$ cat src/rtl/iommu_ds_pkg.sv
// Shared types and defaults for the IOMMU downstream read tracker.
// No logic, no latency, no flow control of its own.
// Outstanding-burst records are {id, len} in issue order.
package iommu_ds_pkg;

  localparam int unsigned DefAddrWidth   = 64;
  localparam int unsigned DefIdWidth     = 4;
  localparam int unsigned DefDepthBits   = 3;
  localparam int unsigned MaxOutstanding = 2**DefDepthBits;

  typedef struct packed {
    logic [DefIdWidth-1:0] id;
    logic [7:0]            len;
  } ds_rd_entry_t;

endpackage

$ cat src/rtl/iommu_ds_rd_tracker_ot_fifo.sv
// Generic synchronous FIFO with a registered occupancy count.
// The head is visible while the FIFO is non-empty; a push or pop takes effect at the next edge.
// A push while full and a pop while empty are ignored.
module ds_ot_fifo #(
  parameter int unsigned DepthBits = 3,
  parameter type         entry_t   = logic [7:0]
) (
  input  logic               clk_i,
  input  logic               rst_i,
  input  logic               push_vld,
  input  entry_t             push_dat,
  input  logic               pop_vld,
  output entry_t             head_dat,
  output logic               empty,
  output logic               full,
  output logic [DepthBits:0] count
);

  localparam int unsigned Depth = 2**DepthBits;

  entry_t               mem [Depth];
  logic [DepthBits-1:0] wr_ptr;
  logic [DepthBits-1:0] rd_ptr;
  logic                 do_push;
  logic                 do_pop;

  assign do_push  = push_vld && !full;
  assign do_pop   = pop_vld && !empty;
  assign head_dat = mem[rd_ptr];
  assign empty    = (count == '0);
  // count never exceeds Depth, so its MSB alone marks full.
  assign full     = count[DepthBits];

  always_ff @(posedge clk_i) begin
    if (do_push) mem[wr_ptr] <= push_dat;
  end

  always_ff @(posedge clk_i) begin
    if (rst_i) begin
      wr_ptr <= '0;
      rd_ptr <= '0;
      count  <= '0;
    end else begin
      if (do_push) wr_ptr <= wr_ptr + 1'b1;
      if (do_pop)  rd_ptr <= rd_ptr + 1'b1;
      case ({do_push, do_pop})
        2'b10:   count <= count + 1'b1;
        2'b01:   count <= count - 1'b1;
        default: ;
      endcase
    end
  end

endmodule

$ cat src/rtl/iommu_ds_rd_tracker.sv
// Issues translated reads on AR and tracks outstanding bursts in order against returning R beats.
// Latency: tr handshake -> ar_valid_o next cycle; AR handshake -> r_ready_o next cycle.
// tr_ready_o stalls on AR backpressure or when all outstanding slots are reserved; R errors are 1-cycle pulses.
module iommu_ds_rd_tracker
  import iommu_ds_pkg::*;
#(
  parameter int unsigned AddrWidth = DefAddrWidth,
  parameter int unsigned IdWidth   = DefIdWidth,
  parameter int unsigned DepthBits = DefDepthBits
) (
  input  logic                 clk_i,
  input  logic                 rst_i,
  input  logic                 tr_valid_i,
  output logic                 tr_ready_o,
  input  logic [AddrWidth-1:0] tr_addr_i,
  input  logic [7:0]           tr_len_i,
  input  logic [2:0]           tr_size_i,
  input  logic [IdWidth-1:0]   tr_id_i,
  output logic                 ar_valid_o,
  input  logic                 ar_ready_i,
  output logic [AddrWidth-1:0] ar_addr_o,
  output logic [7:0]           ar_len_o,
  output logic [2:0]           ar_size_o,
  output logic [IdWidth-1:0]   ar_id_o,
  input  logic                 r_valid_i,
  output logic                 r_ready_o,
  input  logic [IdWidth-1:0]   r_id_i,
  input  logic                 r_last_i,
  output logic [DepthBits:0]   outstanding_o,
  output logic                 err_unexp_r_o,
  output logic                 err_rid_o,
  output logic                 err_rlast_o
);

  localparam logic [DepthBits+1:0] Cap = {2'b01, {DepthBits{1'b0}}};

  logic                 tr_hs;
  logic                 ar_hs;
  logic                 r_hs;
  logic                 exp_last;
  logic                 pop;
  logic                 fifo_empty;
  logic                 fifo_full;
  logic [DepthBits+1:0] inflight;
  logic [8:0]           beat_cnt;
  ds_rd_entry_t         push_dat;
  ds_rd_entry_t         head;

  // A request waiting in the AR slice already owns a tracking slot.
  assign inflight   = {1'b0, outstanding_o} + {{(DepthBits+1){1'b0}}, ar_valid_o};
  assign tr_ready_o = (!ar_valid_o || ar_ready_i) && (inflight < Cap) && !fifo_full;
  assign tr_hs      = tr_valid_i && tr_ready_o;
  assign ar_hs      = ar_valid_o && ar_ready_i;

  assign push_dat.id  = ar_id_o;
  assign push_dat.len = ar_len_o;

  assign r_ready_o = !fifo_empty;
  assign r_hs      = r_valid_i && r_ready_o;
  assign exp_last  = (beat_cnt == {1'b0, head.len});
  // Completion follows the issued length, never r_last_i.
  assign pop       = r_hs && exp_last;

  ds_ot_fifo #(
    .DepthBits (DepthBits),
    .entry_t   (ds_rd_entry_t)
  ) u_ot_fifo (
    .clk_i    (clk_i),
    .rst_i    (rst_i),
    .push_vld (ar_hs),
    .push_dat (push_dat),
    .pop_vld  (pop),
    .head_dat (head),
    .empty    (fifo_empty),
    .full     (fifo_full),
    .count    (outstanding_o)
  );

  always_ff @(posedge clk_i) begin
    if (rst_i) begin
      ar_valid_o <= 1'b0;
      ar_addr_o  <= '0;
      ar_len_o   <= '0;
      ar_size_o  <= '0;
      ar_id_o    <= '0;
    end else if (tr_hs) begin
      ar_valid_o <= 1'b1;
      ar_addr_o  <= tr_addr_i;
      ar_len_o   <= tr_len_i;
      ar_size_o  <= tr_size_i;
      ar_id_o    <= tr_id_i;
    end else if (ar_hs) begin
      ar_valid_o <= 1'b0;
    end
  end

  always_ff @(posedge clk_i) begin
    if (rst_i) begin
      beat_cnt      <= '0;
      err_unexp_r_o <= 1'b0;
      err_rid_o     <= 1'b0;
      err_rlast_o   <= 1'b0;
    end else begin
      err_unexp_r_o <= r_valid_i && fifo_empty;
      err_rid_o     <= r_hs && (r_id_i != head.id);
      err_rlast_o   <= r_hs && (r_last_i != exp_last);
      if (pop)       beat_cnt <= '0;
      else if (r_hs) beat_cnt <= beat_cnt + 1'b1;
    end
  end

endmodule
$ cat config.mk
export PLATFORM = sky130hd
export DESIGN_NAME = iommu_ds_rd_tracker
export DESIGN_NICKNAME = d
export VERILOG_FILES = /design/src/rtl/iommu_ds_pkg.sv /design/src/rtl/iommu_ds_rd_tracker_ot_fifo.sv /design/src/rtl/iommu_ds_rd_tracker.sv
export SDC_FILE = /design/constraint.sdc
export NUM_CORES = 1
export LEC_CHECK = 0
export CORE_MARGIN = 8
export CORE_UTILIZATION = 45
export CTS_BUF_LIST = sky130_fd_sc_hd__clkbuf_8
export CTS_CLUSTER_DIAMETER = 150
export DETAILED_ROUTE_END_ITERATION = 16
export PLACE_DENSITY = 0.73
export SLEW_MARGIN = 15
export SYNTH_ARGS = -nofsm -noshare
export SYNTH_HDL_FRONTEND = slang
export SYNTH_SLANG_ARGS = --single-unit
$ cat constraint.sdc
create_clock -name clk_i -period 4.8 [get_ports clk_i]
set_clock_uncertainty 0.15 [all_clocks]
set_input_delay 0.96 -clock clk_i [delete_from_list [all_inputs] [get_ports clk_i]]
set_output_delay 0.96 -clock clk_i [all_outputs]
set_load 0.05 [all_outputs]
# Word-level counts from Yosys, hierarchy flattened
# Memory sizes are Yosys's and may differ from the RTL's. A register that Yosys moved wholly into a read port is not among the register bits.
# Index checks and enable logic that the tools add are counted.
[op_classes]
mux = 7
n_eq_ne = 5
add_sub_neg = 6
reduce_logical = 19
order_cmp = 1
[ops]
columns = ["op", "count"]
rows = [
  ["logical AND 1 bit", 11],
  ["adder 9 x 1 -> 9 bit (second input constant)", 1],
  ["equality test 9 x 8 -> 1 bit", 1],
  ["case mux 4 bit (2 select lines)", 1],
  ["adder 3 x 1 -> 3 bit (second input constant)", 2],
  ["two-way mux 3 bit", 2],
  ["adder 4 x 1 -> 5 bit", 1],
  ["less-than comparator 5 x 4 -> 1 bit (second input constant)", 1],
  ["adder 4 x 1 -> 4 bit (second input constant)", 1],
  ["logical NOT 4 bit", 1],
  ["two-way mux 1 bit", 4],
  ["!= test 4 bit", 1],
  ["nonzero test 2 bit", 2],
  ["subtractor 4 x 1 -> 4 bit (second input constant)", 1],
  ["logical NOT 1 bit", 3],
  ["equality test 2 x 1 -> 1 bit (second input constant)", 1],
  ["equality test 2 bit (second input constant)", 1],
  ["OR reduction 2 bit", 1],
  ["logical OR 1 bit", 1],
  ["!= test 1 bit", 1],
]
[word_totals]
ram_bits = 96
register_bits = 102
mem_count = 1
[memory_table]
columns = ["name", "depth", "width", "read_ports", "rd_clocked_by_memory_dff", "wr", "line", "rtl"]
rows = [
  ["u_ot_fifo.mem", 8, 12, 1, 1, 1, "iommu_ds_rd_tracker_ot_fifo.sv:21", "entry_t mem [Depth];"],
]

# Longest topological paths before layout
# Gate-level depths: netlist (run 1).
[depth]
ltp_word = 7
mapped_depth = 16
depth_no_buf = 13

# Hierarchy
# From an unflattened synthesis (run 1), not the netlist that was laid out.
[hier_totals]
hier_cells = 550
hier_area_um2 = 7841.3
[modules_own_cells]
columns = ["mod", "seq_area_each_um2", "instances", "area_each_um2", "cells_per_inst"]
rows = [
  ["ds_ot_fifo", 3143.0, 1, 4325.4, 213],
  ["iommu_ds_rd_tracker", 1841.8, 1, 3515.9, 337],
]

# Worst setup path after synthesis (run 1)
# No wires, ideal clock.
[synth_timing]
kind = "register to register"
from = "register with a tool-made name"
to = "register u_ot_fifo.count[2]"
required_ns = 4.580
path_stages_with_launch = 16
setup_slack_ns = 1.073
arrival_ns = 3.506
path_cell_list = "dfxtp_1 > clkbuf_1 > buf_1 > mux2i_1 > xor2_1 > nand2_1 > or4_1 > buf_4 > nor2_4 > ha_1 > xor2_1 > ha_1 > a21oi_1 > xor2_1 > or3_1 > a21oi_1"
[synth_rtl]
columns = ["item", "line", "rtl"]
rows = [
  ["end signal, assigned", "iommu_ds_rd_tracker_ot_fifo.sv:47", "2'b10: count <= count + 1'b1;"],
  ["end signal, assigned", "iommu_ds_rd_tracker_ot_fifo.sv:48", "2'b01: count <= count - 1'b1;"],
  ["end, declared", "iommu_ds_rd_tracker_ot_fifo.sv:16", "output logic [DepthBits:0] count"],
]

==> results list, run 1 <==
- Among all cell types in the netlist, the one instantiated most often is nand2_1.
- From bottom edge to top edge, the die measures 146 um.
* Total negative slack for setup checks: 0 ps
- Count of antenna diodes in the layout: 0
* Delay contributed by the slowest stage of the critical path: 720 ps
- Worst-path cell chain: mux4_1 > mux2i_1 > xor2_1 > nand2_1 > or4_1 > nor2_4 > ha_1 > xor2_1 > ha_1 > a21oi_1 > xor2_1 > or3_1 > a21oi_1
- Fraction of final layout cells sized beyond drive strength 1: 7.91%
- The largest total area in the synthesized netlist belongs to edfxtp_1.
* Number of global-route vias before repair: 5886
- The setup path with the least slack is of type reg2reg.
- The number of hold-slack violations in the final timing report was 0.
* Clock root buffer: clkbuf_8
- Routability congestion estimate: 0.793
- Area share of the largest cell type after synthesis: 37.7%
- After the first detailed-routing iteration, the DRC count stood at 292.
- The number of cells on the worst reg-to-reg path is 13.
- After detailed routing, the average wire length per cell comes to 17.8 um.
* Number of flops mapped to enable cells by yosys: 96
* X dimension of the die: 146 um
- Dividing the detail-routed via count by the number of cells gives 5.14.
* Count of state elements after synthesis: 201
* Worst slack at placement: 339 ps
- After technology mapping, the gate count stands at 661.
* RSZ-0062 raised after global routing: no
- After clock tree synthesis, the repair step resized 0 gates.
* Critical R2R Capture: u_ot_fifo.count[2]$_SDFFE_PP0P_
- LEAKAGE: 0.00359 uW
- Global-route wire length before repair: 30.9 mm
- Maximum number of pins on one net before global-route repair: 103
- Status: finished, final reports clean
- After synthesis, the share of flip-flops with an asynchronous set or reset is 0%.
* Worst Setup Start Kind: register
* Top flip-flop cell by instance count after synthesis: dfxtp_1
* Remaining global-route overflow: 0
* Signal arrival time at the worst endpoint: 4800 ps
* Power per cell area: 350 mW/mm2
- Number of buffers added on ports: 177
- Yosys mapped the design onto 41 distinct sky130hd cell types.
* Routed Antenna Nets: 0
* Warnings, synthesis: 0
- Measured against its own limit, the worst slew margin works out to 29.9%.
- TritonCTS built the clock tree.
* Number of sinks on the clock net: 201
- Overall global routing resource usage: 17.8%
- Compared with the post-synthesis result, the final layout area differs by 33.1%.
- Total wire length: 19.4 mm
* Hold crit path type: reg2reg
* Antenna violations before repair: 0
* Number of nets in the layout: 942
- Leading post-synthesis cells by cell area: edfxtp_1 38%, dfxtp_1 27%, nand2_1 8.7%, a21oi_1 6.1%, mux4_2 3.8%
- The initialized floorplan defines 47 standard-cell rows.
- For hold timing, the worst endpoint is ar_addr_o[31]$_SDFFE_PP0P_.
* Transition time at the pin with the least slew margin: 1050 ps
* Post-CTS setup buffer count: 0
- After detailed routing, the number of remaining DRC violations is 0.
- The worst hold path begins at ar_addr_o[31]$_SDFFE_PP0P_.
* Slowest cell on the critical path: dfxtp_1
- Top-Level Pins: 178
- Effective utilization at floorplan: 46.1%
* Worst-case register-to-register setup slack: 310 ps
- Summing all non-filler instances in the final layout gives an area of 0.0102 mm2.
- After synthesis, flip-flops and latches occupy 65.2% of the total area.
- For the finished layout, the period the worst path requires is 4490 ps.
* Hold-fix buffers at CTS: 0
- Counting the buffers created by CTS gives 31.
- Derived from the worst setup path, the maximum achievable clock frequency is 223 MHz.
* Via count: 5612
- Most numerous cell types in the synthesized netlist: 177 x nand2_1, 105 x dfxtp_1, 96 x edfxtp_1
* Fin worst setup slack: 314 ps
* Register clock-pin slew on the reported worst setup and hold paths: 60 ps
- Mapped Area: 0.00765 mm2
- The pre-antenna-repair detailed-routing pass consisted of 5 iterations.
- Syn nets: 756
- Final critical-path share of the clock period: 93.5%
- Setup violations remaining at the end of the flow were counted as 0.
- Across the run, the number of max-cap violations was 0.
* Buffers from clock root to sink, at most: 3
- In this run the cell area measured after placement is 0.00964 mm2.
- Die ar.: 0.0214 mm2
* Clock latency at the later pin of the worst-skew pair: 560 ps
* Dpl hpwl: 13.5 mm
* Largest fanout of any net on the critical path: 13
- Counting instances, the worst hold path has a depth of 2.
- Area of the core: 0.0166 mm2
- Max-slew violation count: 0
* Crit path top cell by count: xor2_1
- Required time at the worst-slack endpoint: 5110 ps
- Endpoint class of the critical path: register
- A synthesized cell averages 11.6 um2.
- Count of H-tree levels built during CTS: 1
- Highest ir drop seen on vdd: 0.000245 V
final cells by class:
cell class,count,area (um2)
sequential,201,4980
multi-input combinational,418,2490
timing repair buffer,191,1870
clock inverter,26,109
fill,1276,6400
tap,220,275
clock buffer,32,440
inverter,4,15.0
worst max-delay path, delay by kind of cell, from the launching register on:
family	cells	cell delay, ps
fa+ha+maj	2	500
flops	1	720
xor+xnor	3	540
simple gates	4	1400
compound gates	2	210
mux	2	890
registers in the layout, indices dropped and copies added (netlist names), 3 cells and up, named ones only:
| name | cells |
|---|---|
| u_ot_fifo.mem | 96 |
| ar_addr_o | 64 |
| beat_cnt | 9 |
| ar_len_o | 8 |
| ar_id_o | 4 |
| u_ot_fifo.count | 4 |
| ar_size_o | 3 |
| u_ot_fifo.rd_ptr | 3 |
| u_ot_fifo.wr_ptr | 3 |
power breakdown:
group          leakage (uW)  switching, uW  total, uW  internal (uW)
Combinational       0.00152            264        434            171
Sequential          0.00174           40.0       1890           1850
Clock              0.000333            632       1250            617
stage by stage:
stage / cells / power [uW] / hold slack, ps / utilization, %
CTS: 1092 / 3610 / 304 / 61.4
finish: 1092 / 3570 / 303 / 61.4
detailed placement: 1034 / 2360 / 298 / 58.1
global placement: 1034 / 2350 / 292 / 58.1
global route: 1092 / 3720 / 322 / 61.4
floorplan: 661 / 2160 / 303 / -
layout by cell type (no fill, tap or decap), types with 3 or more instances in the layout:
cell and instances:
nand2_1 176, mux4_1 3, o21ai_0 3, inv_1 19, xor2_1 12, mux4_2 13, edfxtp_1 96, and3_1 4
nor3_1 9, or3_1 3, nand2b_1 4, xnor2_1 8, clkbuf_8 32, clkinv_1 7, dfxtp_1 105, clkdlybuf4s50_1 176
nand4_1 3, buf_4 15, a21oi_1 94, ha_1 6, a22oi_1 8, nor2b_1 4, mux2i_1 25, nor2_1 19
routing by layer:
metal,vias to the layer above,share of wire (%),track usage (%)
li1,2695,-,-
met1,2659,40,20.4
met2,228,47,29.2
met3,30,11,8.47
met4,0,1.9,5.10
met5,-,0,0
cell families after synthesis:
| family | count (synthesis) | synth area share [%] |
|---|---|---|
| buffers and inverters | 42 | 2.39 |
| multiplexers | 43 | 8.42 |
| adder cells (fa/ha/maj) | 6 | 0.981 |
| AO/OA/AOI/OAI | 112 | 7.75 |
| AND/OR/NAND/NOR | 237 | 13.0 |
| flip-flops | 201 | 65.2 |
| XOR/XNOR | 20 | 2.29 |
worst max-delay path by stage:
stage,cells after the start,from,endpoint,slack [ps]
6_report,13,register,u_ot_fifo.count[2]$_SDFFE_PP0P_,310
3_5_place_dp,13,register,u_ot_fifo.count[2]$_SDFFE_PP0P_,340
3_3_place_gp,13,register,u_ot_fifo.count[2]$_SDFFE_PP0P_,600
4_1_cts,13,register,u_ot_fifo.count[2]$_SDFFE_PP0P_,320
2_1_floorplan,15,register,u_ot_fifo.count[2]$_SDFFE_PP0P_,1070
5_1_grt,13,register,u_ot_fifo.count[2]$_SDFFE_PP0P_,40
(Power assumes the default switching activity.)
==> run 2: changes to the inputs <==
--- a/config.mk
+++ b/config.mk
@@ -5,12 +5,13 @@
 export SDC_FILE = /design/constraint.sdc
 export NUM_CORES = 1
 export LEC_CHECK = 0
+export ABC_AREA = 1
 export CORE_MARGIN = 8
 export CORE_UTILIZATION = 45
 export CTS_BUF_LIST = sky130_fd_sc_hd__clkbuf_8
 export CTS_CLUSTER_DIAMETER = 150
 export DETAILED_ROUTE_END_ITERATION = 16
-export PLACE_DENSITY = 0.73
+export PLACE_DENSITY = 0.72
 export SLEW_MARGIN = 15
 export SYNTH_ARGS = -nofsm -noshare
 export SYNTH_HDL_FRONTEND = slang
==> run 2 against run 1 <==
Cell count grew 19%. Register-to-register slack gained 930 ps. Via count grew 17%. Power grew 8.4%. Area after synthesis grew 6.0%. Combinational power grew 13%. Non-clock buffer count grew 2. Fmax grew 19%. Wire length grew 12%.
==> results list, run 2 <==
- Number of instances in the synthesized netlist: 873 (+32%)
- Via count: 6580 (+17%)
- The power per unit of standard cell area was 361 mW/mm2 (+3.0%).
* Total negative slack for setup checks: 0 ps (unchanged)
* Mapped Area: 0.00811 mm2 (+6.0%)
- Total count of hold-check failures in the final report: 0 (unchanged)
* Average detailed-routed wire length per instance: 16.7 um (-6.0%)
* Buffers from clock root to sink, at most: 3 (unchanged)
- Sequential cell fraction of total power: 49.0% (-3.8 points)
* Routed Antenna Nets: 0 (unchanged)
- Register name with the most flops: u_ot_fifo.mem
- The final estimated routing congestion in global placement came to 0.801 (+1.0%).
- The number of standard cells in the layout, taps in and fillers out was 1304 (+19%).
- The met2 routed wirelength came to 10.2 mm (+13%).
- The overall fraction of global-route tracks in use is 19.7% (+1.9 points).
- First-pass DRT Iterations: 5 (unchanged)
- Leaving out fill and tap cells, the most frequent cell in the layout is clkdlybuf4s50_1.
* R2R cell count: 22 (+9)
- Number of buffers added by the clock tree synthesis step: 34 (+9.7%)
* Number of placement rows: 49 (+4.3%)
* Fraction of final layout cells sized beyond drive strength 1: 7.53% (-0.38 points)
* Signal arrival time at the worst endpoint: 2650 ps (-2150 ps)
* Warnings, synthesis: 0 (unchanged)
- Ranked by total cell area, the synthesized netlist is headed by edfxtp_1 36%, dfxtp_1 26%, nand2_1 7.9%, nand3_1 7.4%, a21oi_1 5.6%.
* Antenna violations before repair: 0 (unchanged)
* Share of total power in combinational logic: 12.7% (+0.5 points)
* Slowest cell on the critical path: clkdlybuf4s50_1
- Status: finished, final reports clean
* Biggest area consumer among synthesized cells: edfxtp_1
- The H-tree depth came to 2 (+1).
* Net switching power of the design: 1000 uW (+6.9%)
- Min-Delay Path Depth: 2 (unchanged)
- Synth-to-Final Area Change: 32.2%
* Effective utilization at floorplan: 45.4% (-0.70 points)
- The share of the clock period used by the worst path was 78.4% (-15 points).
- Area of the core: 0.0178 mm2 (+7.6%)
* Remaining global-route overflow: 0 (unchanged)
- The share of synthesized area occupied by flip-flops and latches was 61.5% (-3.7 points).
* Clock share of power: 38.4% (+3.4 points)
- Hold-fix buffers at CTS: 0 (unchanged)
- The largest vdd supply drop was 0.000252 V (+2.6%).
* CTS tree: built
* Post-CTS setup buffer count: 0 (unchanged)
- DR iter-0 viols: 316 (+8.2%)
* Critical R2R Capture: u_ot_fifo.count[3]$_SDFFE_PP0P_
* Chip height: 150 um (+2.6%)
- Clock latency at the later pin of the worst-skew pair: 510 ps (-50 ps)
- Resize count post-CTS: 0 (unchanged)
* Global-route wire length before repair: 35.1 mm (+14%)
* Worst-path cell chain: clkdlybuf4s50_1 > nor2_1 > inv_1 > nand2_1 > a41oi_4 > clkdlybuf4s50_1
* Internal Power: 2870 uW (+8.9%)
* Leading cell types in the layout, fill and taps excluded: 175 x clkdlybuf4s50_1, 169 x nand2_1, 120 x nand3_1
* Count of final setup violators: 0 (unchanged)
- Top-Level Pins: 178 (unchanged)
- Worst-case register-to-register setup slack: 1240 ps (+930 ps)
* Syn nets: 968 (+28%)
- X dimension of the die: 150 um (+2.6%)
* Buffers and inverters on the worst path: 3 (+3)
- RSZ-0062 raised after global routing: no
- The number of distinct library cells after synthesis was 29 (-29%).
- Top delay family on crit path: buffers and inverters
- The worst relative slew slack was 37.0% (+7.2 points).
- The final wirelength came to 21.8 mm (+12%).
* Net Sw Frac: 25.9% (-0.36 points)
- The clock slew at the register clock pins of the worst setup and hold paths was 60 ps (about the same).
- The count of state elements after synthesis came to 201 (unchanged).
- Number of flops mapped to enable cells by yosys: 96 (unchanged)
* Endpoint of the worst hold-timing path: ar_addr_o[58]$_SDFFE_PP0P_
- The routed length on met3 is 2.64 mm (+19%).
* Fraction of registers with async set or reset after synthesis: 0% (unchanged)
* Highest routed metal layer: met4
* Endpoint class of the critical path: output port
- LEAKAGE: 0.00414 uW (+15%)
- The worst setup path is of the in2out kind.
- The final period demand of the worst path is 3760 ps (-722 ps).
- Count of antenna diodes in the layout: 0 (unchanged)
- The count of input and output buffers was 177 (unchanged).
- Worst Setup Start Kind: input pin
- Number of max-cap violations: 0 (unchanged)
- Routed metal-1 wirelength: 8.67 mm (+12%)
- The largest registers in the layout are u_ot_fifo.mem (96), ar_addr_o (64), beat_cnt (9).
- Maximum clock frequency: 266 MHz (+19%)
- Die ar.: 0.0226 mm2 (+5.3%)
- Area share of the largest cell type after synthesis: 35.6% (-2.1 points)
- Delay contributed by the slowest stage of the critical path: 840 ps (+120 ps)
- Largest fanout of any net on the critical path: 2 (-11)
- Number of inserted filler cells in the final layout: 1503 (+18%)
* Post-detailed-route via-to-cell ratio: 5.05 (-1.8%)
* Number of nets in the layout: 1146 (+22%)
- The pin count of the biggest net entering global routing came to 81 (-21%).
- The average cell area after synthesis came to 9.29 um2 (-20%).
* Drt drc: 0 (unchanged)
- Most numerous cell types in the synthesized netlist: 170 x nand2_1, 120 x nand3_1, 105 x dfxtp_1
* Crit path top cell by count: clkdlybuf4s50_1
- The required time of the worst setup path came to 3690 ps (-1420 ps).
- Among all flip-flop cells after synthesis, the most frequent one is dfxtp_1.
- Yosys instantiated no cell more often than nand2_1.
- Dpl hpwl: 14.3 mm (+5.5%)
- Worst min-delay path startpoint: ar_addr_o[58]$_SDFFE_PP0P_
- The clock net sink count was 201 (unchanged).
- Number of global-route vias before repair: 6750 (+15%)
- The count of pins over their slew limit is 0 (unchanged).
- Hold crit path type: reg2reg
- The cell sitting at the root of the clock tree is a clkbuf_8.
- The total placed cells including tap cells came to 1244 (+20%).
- Transition time at the pin with the least slew margin: 945 ps (-107 ps)
- The flip-flop count of the largest register, all copies and words added is 96 (unchanged).
## run 2: cell types whose count changed in the layout (fill, tap and decap cells not counted), sizes merged, moves of 10 or more
| cell | previous run | this run |
|---|---|---|
| clkinv | 10 | 0 |
| inv | 19 | 77 |
| nor2 | 20 | 94 |
| mux2i | 25 | 0 |
| nand3 | 2 | 121 |
| mux4 | 16 | 0 |
| o21ai | 4 | 41 |
| clkbuf | 32 | 45 |
## run 2: per-stage QoR
step	utilization [%]	hold slack (ps)	instance area (um2)	worst slack [ps]	power (uW)
finish	60.1	309	10700	1040	3870
global route	60.1	321	10700	831	4020
CTS	60.1	311	10700	1030	3910
detailed placement	56.3	303	10000	814	2420
global placement	56.3	297	10000	886	2420
floorplan	-	317	8110	1650	2210
## run 2: final cells by class
class / count / area, um2 / share of cell area [%]
flip-flops and latches: 201 / 4990 / 46.5
multi-input cells: 559 / 2650 / 24.7
repair buffers: 193 / 1880 / 17.6
clock buffers: 45 / 619 / 5.78
well taps: 229 / 287 / 2.67
inverters: 62 / 238 / 2.22
clock inverters: 15 / 56.3 / 0.525
## run 2: cells by family (layout without fill, tap and decap cells)
group           after synthesis  in the layout  synth area share, %
simple gates                399            399                 21.1
flops                       201            201                 61.5
buf+inv                     113            315                 6.02
fa+ha+maj                     6              6                0.926
compound gates              141            141                 9.11
xor+xnor                     13             13                 1.40
## run 2: how the worst max path moves through the flow
stage | end | depth (start not counted) | slack, ps | startpoint
CTS | tr_ready_o | 6 | 1030 | ar_ready_i
global placement | ar_len_o[5]$_SDFFE_PP0P_ | 10 | 890 | ar_ready_i
finish | tr_ready_o | 6 | 1040 | ar_ready_i
detailed placement | ar_addr_o[4]$_SDFFE_PP0P_ | 10 | 810 | ar_ready_i
floorplan | tr_ready_o | 5 | 1650 | ar_ready_i
global route | u_ot_fifo.count[3]$_SDFFE_PP0P_ | 20 | 830 | register
## run 2: worst reg2reg max path, stage by stage, from the launching register on
cell and delay, ps:
dfxtp_2 500, buf_4 470, nor2_1 150, nor2_1 110
nand2_1 70, nand3_1 90, nand2_1 60, nand2_1 50
nand2_1 80, nor2_2 110, nand2_1 70, nor2_2 120
nand3_2 120, inv_2 120, ha_1 260, xnor2_1 180
inv_1 60, nand3_1 60, o21ai_0 110, a21oi_1 140
o21ai_0 140, o21ai_0 180, a21oi_1 50
## run 2: power by group through the flow
stage	clock network [uW]	logic [uW]	registers (uW)
floorplan	0	137	2070
global placement	0	489	1930
detailed placement	0	492	1930
CTS	1520	494	1890
global route	1600	526	1900
finish	1480	490	1890
## run 2: layer usage
metal	global-route usage, %	vias up
met2	31.9	232
met3	10.1	20
li1	-	3292
met4	4.90	0
met5	0	-
met1	22.6	3036
